<file path="src/rtl/dino_pkg.sv">
// dino_pkg: state encoding, jump phase type and coordinate widths shared by the dino runner.
package dino_pkg;
    localparam int X_W = 7;
    localparam int Y_W = 6;
    typedef enum logic [1:0] {IDLE = 2'd0, RUN = 2'd1, DEAD = 2'd2} state_t;
    typedef enum logic {UP = 1'b0, DOWN = 1'b1} phase_t;
endpackage

</file>
<file path="src/rtl/dino_game_fsm_rise_edge.sv">
// rise_edge: registered rising-edge detector for the debounced jump button.
module rise_edge (
    input  logic clk,
    input  logic Rst,
    input  logic din,
    output logic rise
);
    logic prev;
    always_ff @(posedge clk) begin
        prev <= Rst ? 1'b0 : din;
        rise <= Rst ? 1'b0 : din & ~prev;
    end
endmodule

</file>
<file path="src/rtl/dino_game_fsm.sv">
// dino_game_fsm: dino runner game-state FSM with jump trajectory, obstacle scroll and collision detect.
// Define DINO_SPEEDUP_EN to double the scroll step after 15 obstacle wraps.
module dino_game_fsm
    import dino_pkg::*;
#(
    parameter int SCREEN_W = 128,
    parameter int DINO_X   = 16,
    parameter int DINO_W   = 8,
    parameter int OBST_W   = 6,
    parameter int OBST_H   = 10,
    parameter int JUMP_H   = 20
) (
    input  logic           clk,
    input  logic           Rst,
    input  logic           tick,
    input  logic           btn_jump,
    output logic           stop,
    output logic [1:0]     state_o,
    output logic [Y_W-1:0] dino_y,
    output logic [X_W-1:0] obst_x,
    output logic           pass,
    output logic           dead,
    output logic           clr_score
);
    state_t         state;
    phase_t         phase;
    logic           pending;
    logic           btn_edge;
    logic           hit;
    logic [X_W-1:0] step;
    rise_edge u_rise (.clk(clk), .Rst(Rst), .din(btn_jump), .rise(btn_edge));
    assign state_o = state;
    // 8-bit compare so obst_x + OBST_W cannot wrap near the right edge
    assign hit = (({1'b0, obst_x} + 8'(OBST_W)) > 8'(DINO_X))
              && ({1'b0, obst_x} < 8'(DINO_X + DINO_W))
              && (dino_y < Y_W'(OBST_H));
`ifdef DINO_SPEEDUP_EN
    logic [3:0] wraps;
    assign step = (&wraps) ? X_W'(2) : X_W'(1);
    always_ff @(posedge clk)
        if (Rst || (state == IDLE && btn_edge))
            wraps <= '0;
        else if (state == RUN && tick && !hit && obst_x < step && !(&wraps))
            wraps <= wraps + 4'd1;
`else
    assign step = X_W'(1);
`endif
    always_ff @(posedge clk) begin
        pass      <= 1'b0;
        dead      <= 1'b0;
        clr_score <= 1'b0;
        if (Rst) begin
            state   <= IDLE;
            stop    <= 1'b1;
            dino_y  <= '0;
            obst_x  <= X_W'(SCREEN_W - 1);
            phase   <= UP;
            pending <= 1'b0;
        end else begin
            case (state)
                IDLE: if (btn_edge) begin
                    state   <= RUN;
                    stop    <= 1'b0;
                    obst_x  <= X_W'(SCREEN_W - 1);
                    dino_y  <= '0;
                    phase   <= UP;
                    pending <= 1'b0;
                end
                RUN: if (tick) begin
                    // an edge coincident with this tick is only seen on the next one
                    pending <= btn_edge;
                    if (hit) begin
                        state <= DEAD;
                        stop  <= 1'b1;
                        dead  <= 1'b1;
                    end else begin
                        if (obst_x < step) begin
                            obst_x <= X_W'(SCREEN_W - 1);
                            pass   <= 1'b1;
                        end else
                            obst_x <= obst_x - step;
                        if (dino_y == '0) begin
                            if (pending) begin
                                dino_y <= Y_W'(1);
                                phase  <= (JUMP_H == 1) ? DOWN : UP;
                            end
                        end else if (phase == UP) begin
                            dino_y <= dino_y + Y_W'(1);
                            if (dino_y + Y_W'(1) == Y_W'(JUMP_H))
                                phase <= DOWN;
                        end else
                            dino_y <= dino_y - Y_W'(1);
                    end
                end else if (btn_edge)
                    pending <= 1'b1;
                DEAD: if (btn_edge) begin
                    state     <= IDLE;
                    clr_score <= 1'b1;
                end
                default: state <= IDLE;
            endcase
        end
    end
endmodule

</file>
<file path="config.mk">
export PLATFORM = sky130hd
export DESIGN_NAME = dino_game_fsm
export DESIGN_NICKNAME = d
export VERILOG_FILES = /design/src/rtl/dino_pkg.sv /design/src/rtl/dino_game_fsm_rise_edge.sv /design/src/rtl/dino_game_fsm.sv
export SDC_FILE = /design/constraint.sdc
export NUM_CORES = 1
export LEC_CHECK = 0
export ABC_CLOCK_PERIOD_IN_PS = 2450
export CAP_MARGIN = 20
export CORE_MARGIN = 3
export CORE_UTILIZATION = 30
export CTS_CLUSTER_DIAMETER = 50
export DETAILED_ROUTE_END_ITERATION = 6
export DONT_BUFFER_PORTS = 1
export GPL_ROUTABILITY_DRIVEN = 0
export GPL_TIMING_DRIVEN = 0
export PLACE_DENSITY = 0.52
export SLEW_MARGIN = 5
export SYNTH_ARGS = -nofsm -noshare
export SYNTH_HDL_FRONTEND = slang
export SYNTH_HIERARCHICAL = 1
export SYNTH_SLANG_ARGS = --single-unit
</file>
<file path="constraint.sdc">
create_clock -name clk -period 2.45 [get_ports clk]
set_input_delay 0.49 -clock clk [delete_from_list [all_inputs] [get_ports clk]]
set_output_delay 0.49 -clock clk [all_outputs]
set_load 0.05 [all_outputs]
</file>
==> impl_results.md <==
- Final Max Tran Viols: 0
- Max-cap violations: 0
- RSZ-0062 raised after global routing: no
- Top-area cell type share of the netlist area: 0.344
- Sw Ratio: 0.258
- Routed wire per std cell: 14.7 µm
- Crit path kind: register to register
- First-pass GRT wire length: 5.10 mm
- CP max-delay cell: dfxtp_1
- TritonCTS buffer count: 3
- Routed Antenna Nets: 0
- Die height: 72.8 µm
- Pint: 512 µW
- Setup crit end kind: register
- Post-CTS setup buffers: 0
- #FFs+latches synth: 23
- Post-CTS Hold Fix Bufs: 0
- CP max stage delay: 0.69 ns
- Ports: 23
- Syn_nets: 172
- Die area: 5300 µm²
- Final Setup Violations: 0
- FF-to-FF setup slack: 0.24 ns
- Mapped cell area: 1340 µm²
- Htree depth: 1
- GR Util All Layers: 0.122
- Fill cells: 438
- Highest clock rate: 452 MHz
- Cts repair resizes: 0
- Fin crit share: 0.902
- Avg Cell Area, Syn: 8.32 µm²
- Clk root buf: clkbuf_8
- Length of the first detailed-routing pass in iterations: 4
- Clk pwr share: 0.352
- Clock skew: 0.00294 ns
- CTS tree: yes
- Post-synth top area cell: dfxtp_1
- Synth-to-Final Area Change: 8.31%
- Worst Path Buf+Inv: 2
- Sequential share of the synthesized area: 0.344
- Clk sink count: 23
- Worst-Skew Late Latency: 0.27 ns
- Worst R2R Start: obst_x[0]
- Vias: 1178
- ANT cells: 0
- Fin. Hold Viols: 0
- Sequential cell fraction of total power: 0.570
- Pin count of the biggest net entering global routing: 14
- Post-synth EDFFs: 0
- Nets: 177
- Multi-input gate area: 791 µm²
- Post-synth top cells: dfxtp_1, nor2_1, inv_1, o21ai_0, a21oi_1
- Core Footprint: 4140 µm²
- Post-DP HPWL: 2.40 mm
- Critical Path RT: 2.61 ns
- Rel. slew slack: 0.492
- Combinational share of power: 0.079
- Site Rows: 23
- HP Class: input port to register
- Hold_sp: Rst
- Mapped Cells: 161
- Cell with the most instances after synthesis: dfxtp_1
- Reg clk slew, reported paths: 0.09 ns
- Fraction of registers with async set or reset after synthesis: 0
- Psw: 178 µW
- Starting Density: 0.323
- Worst r2r dst: obst_x[6]
- Final WL: 3.16 mm
- Port Buffer Count: 0
- Leakage: 0.544 nW
- Critical path, cell by cell: inv_1, ha_1, nand4b_1, nand4_1, o21a_2, buf_6, a221o_1
- Peak VDD IR: 0.330 mV
- Synth area leaders: dfxtp_1, ha_1, nor2_1
- Layout cells sized above 1: 0.109
- First DRT Iteration DRCs: 75
- Vias in the first global route: 1046
- Horiz. Die Dim: 72.8 µm
- Synth Flop Type: dfxtp_1
- Hold Path Depth: 1
- Largest delay share family, worst path: flip-flops
- CP Max Fanout: 10
- Hold Path End: u_rise/prev
- GRT Residual Overflow: 0
- Synth cell types: 49
- Worst slew pin tran: 0.761 ns
- Reg2reg path depth: 7
- Placed cells: 211
- Status: finished clean
- Ys Warns: 6
- Worst Path Arrival: 2.37 ns
- Initial antenna violation count: 0
- Routed vias/inst: 5.48
- CP Launch Type: register
- Period minus WS final: 2.21 ns
- Power density over the cells: 475 nW/µm²
- CTS max path bufs: 2
- Drt drc: 0
- Setup tns final: 0 ns
- Final std cells w/o fill: 215
- Crit path launch: obst_x[0]
- Sequential standard cell area: 463 µm²
[power by group through the flow]
stage / registers (mW) / logic (mW) / clock network, mW
finish: 0.393 / 0.0542 / 0.243
global placement: 0.402 / 0.0531 / 0
global route: 0.394 / 0.0604 / 0.266
floorplan: 0.400 / 0.0415 / 0
CTS: 0.393 / 0.0541 / 0.247
detailed placement: 0.402 / 0.0539 / 0
[placed cells by master (no fill, tap or decap), types with 4 or more instances in the layout]
| master | count |
|---|---|
| a21oi_1 | 8 |
| nand3_1 | 6 |
| o21bai_1 | 4 |
| inv_1 | 12 |
| a31oi_1 | 4 |
| nand2_1 | 6 |
| nor2_1 | 17 |
| nor2b_1 | 5 |
| ha_1 | 7 |
| dfxtp_1 | 21 |
| o21ai_0 | 12 |
[metrics by stage]
stage                     utilization  area, µm²  total power [mW]  hold WS (ns)  setup slack, ns
after floorplan                     -       1340             0.442         0.387            0.300
after global placement          0.338       1400             0.455         0.392           0.0996
after global routing            0.350       1450             0.720         0.269            0.137
after detailed placement        0.338       1400             0.456         0.399           0.0761
final                           0.350       1450             0.690         0.278            0.239
after CTS                       0.350       1450             0.694         0.273           0.0611
[cell type report]
class | count | share of cell area
clock inverter | 1 | 0.00345
inverter | 12 | 0.0310
buffer | 7 | 0.0302
multi-input combinational | 119 | 0.545
clock buffer | 3 | 0.0284
tap | 50 | 0.0431
sequential | 23 | 0.319
[logic make-up after synthesis]
kind of cell    synth area share
mux                      0.00747
fa+ha+maj                 0.0654
xor+xnor                  0.0131
simple gates               0.264
compound gates             0.240
buf+inv                   0.0663
flops                      0.344
[flip-flops by register name, summed over array words and instances (netlist names)]
register / flops
pass: 1
phase: 1
dino_y: 6
u_rise/prev: 1
u_rise/rise: 1
dead: 1
stop: 1
pending: 1
state_o: 2
obst_x: 7
clr_score: 1
[metal layers]
layer | vias to the layer above | share of wire | wire (µm) | GRT usage
li1 | 583 | - | - | -
met3 | 2 | 0.054 | 169 | 0.0317
met4 | 0 | 0.0070 | 22 | 0.0246
met2 | 29 | 0.49 | 1530 | 0.201
met5 | - | 0 | 0 | 0
met1 | 564 | 0.45 | 1430 | 0.160
[how the worst max path moves through the flow]
stage                 to  slack (ns)  cells past startpoint
2_1_floorplan  obst_x[6]        0.30                      7
3_3_place_gp   dino_y[3]         0.1                      7
3_5_place_dp   dino_y[4]        0.08                      7
4_1_cts        dino_y[3]        0.06                      7
5_1_grt        obst_x[2]        0.14                      8
6_report       obst_x[6]        0.24                      7
Power figures use the tool's default switching activity.
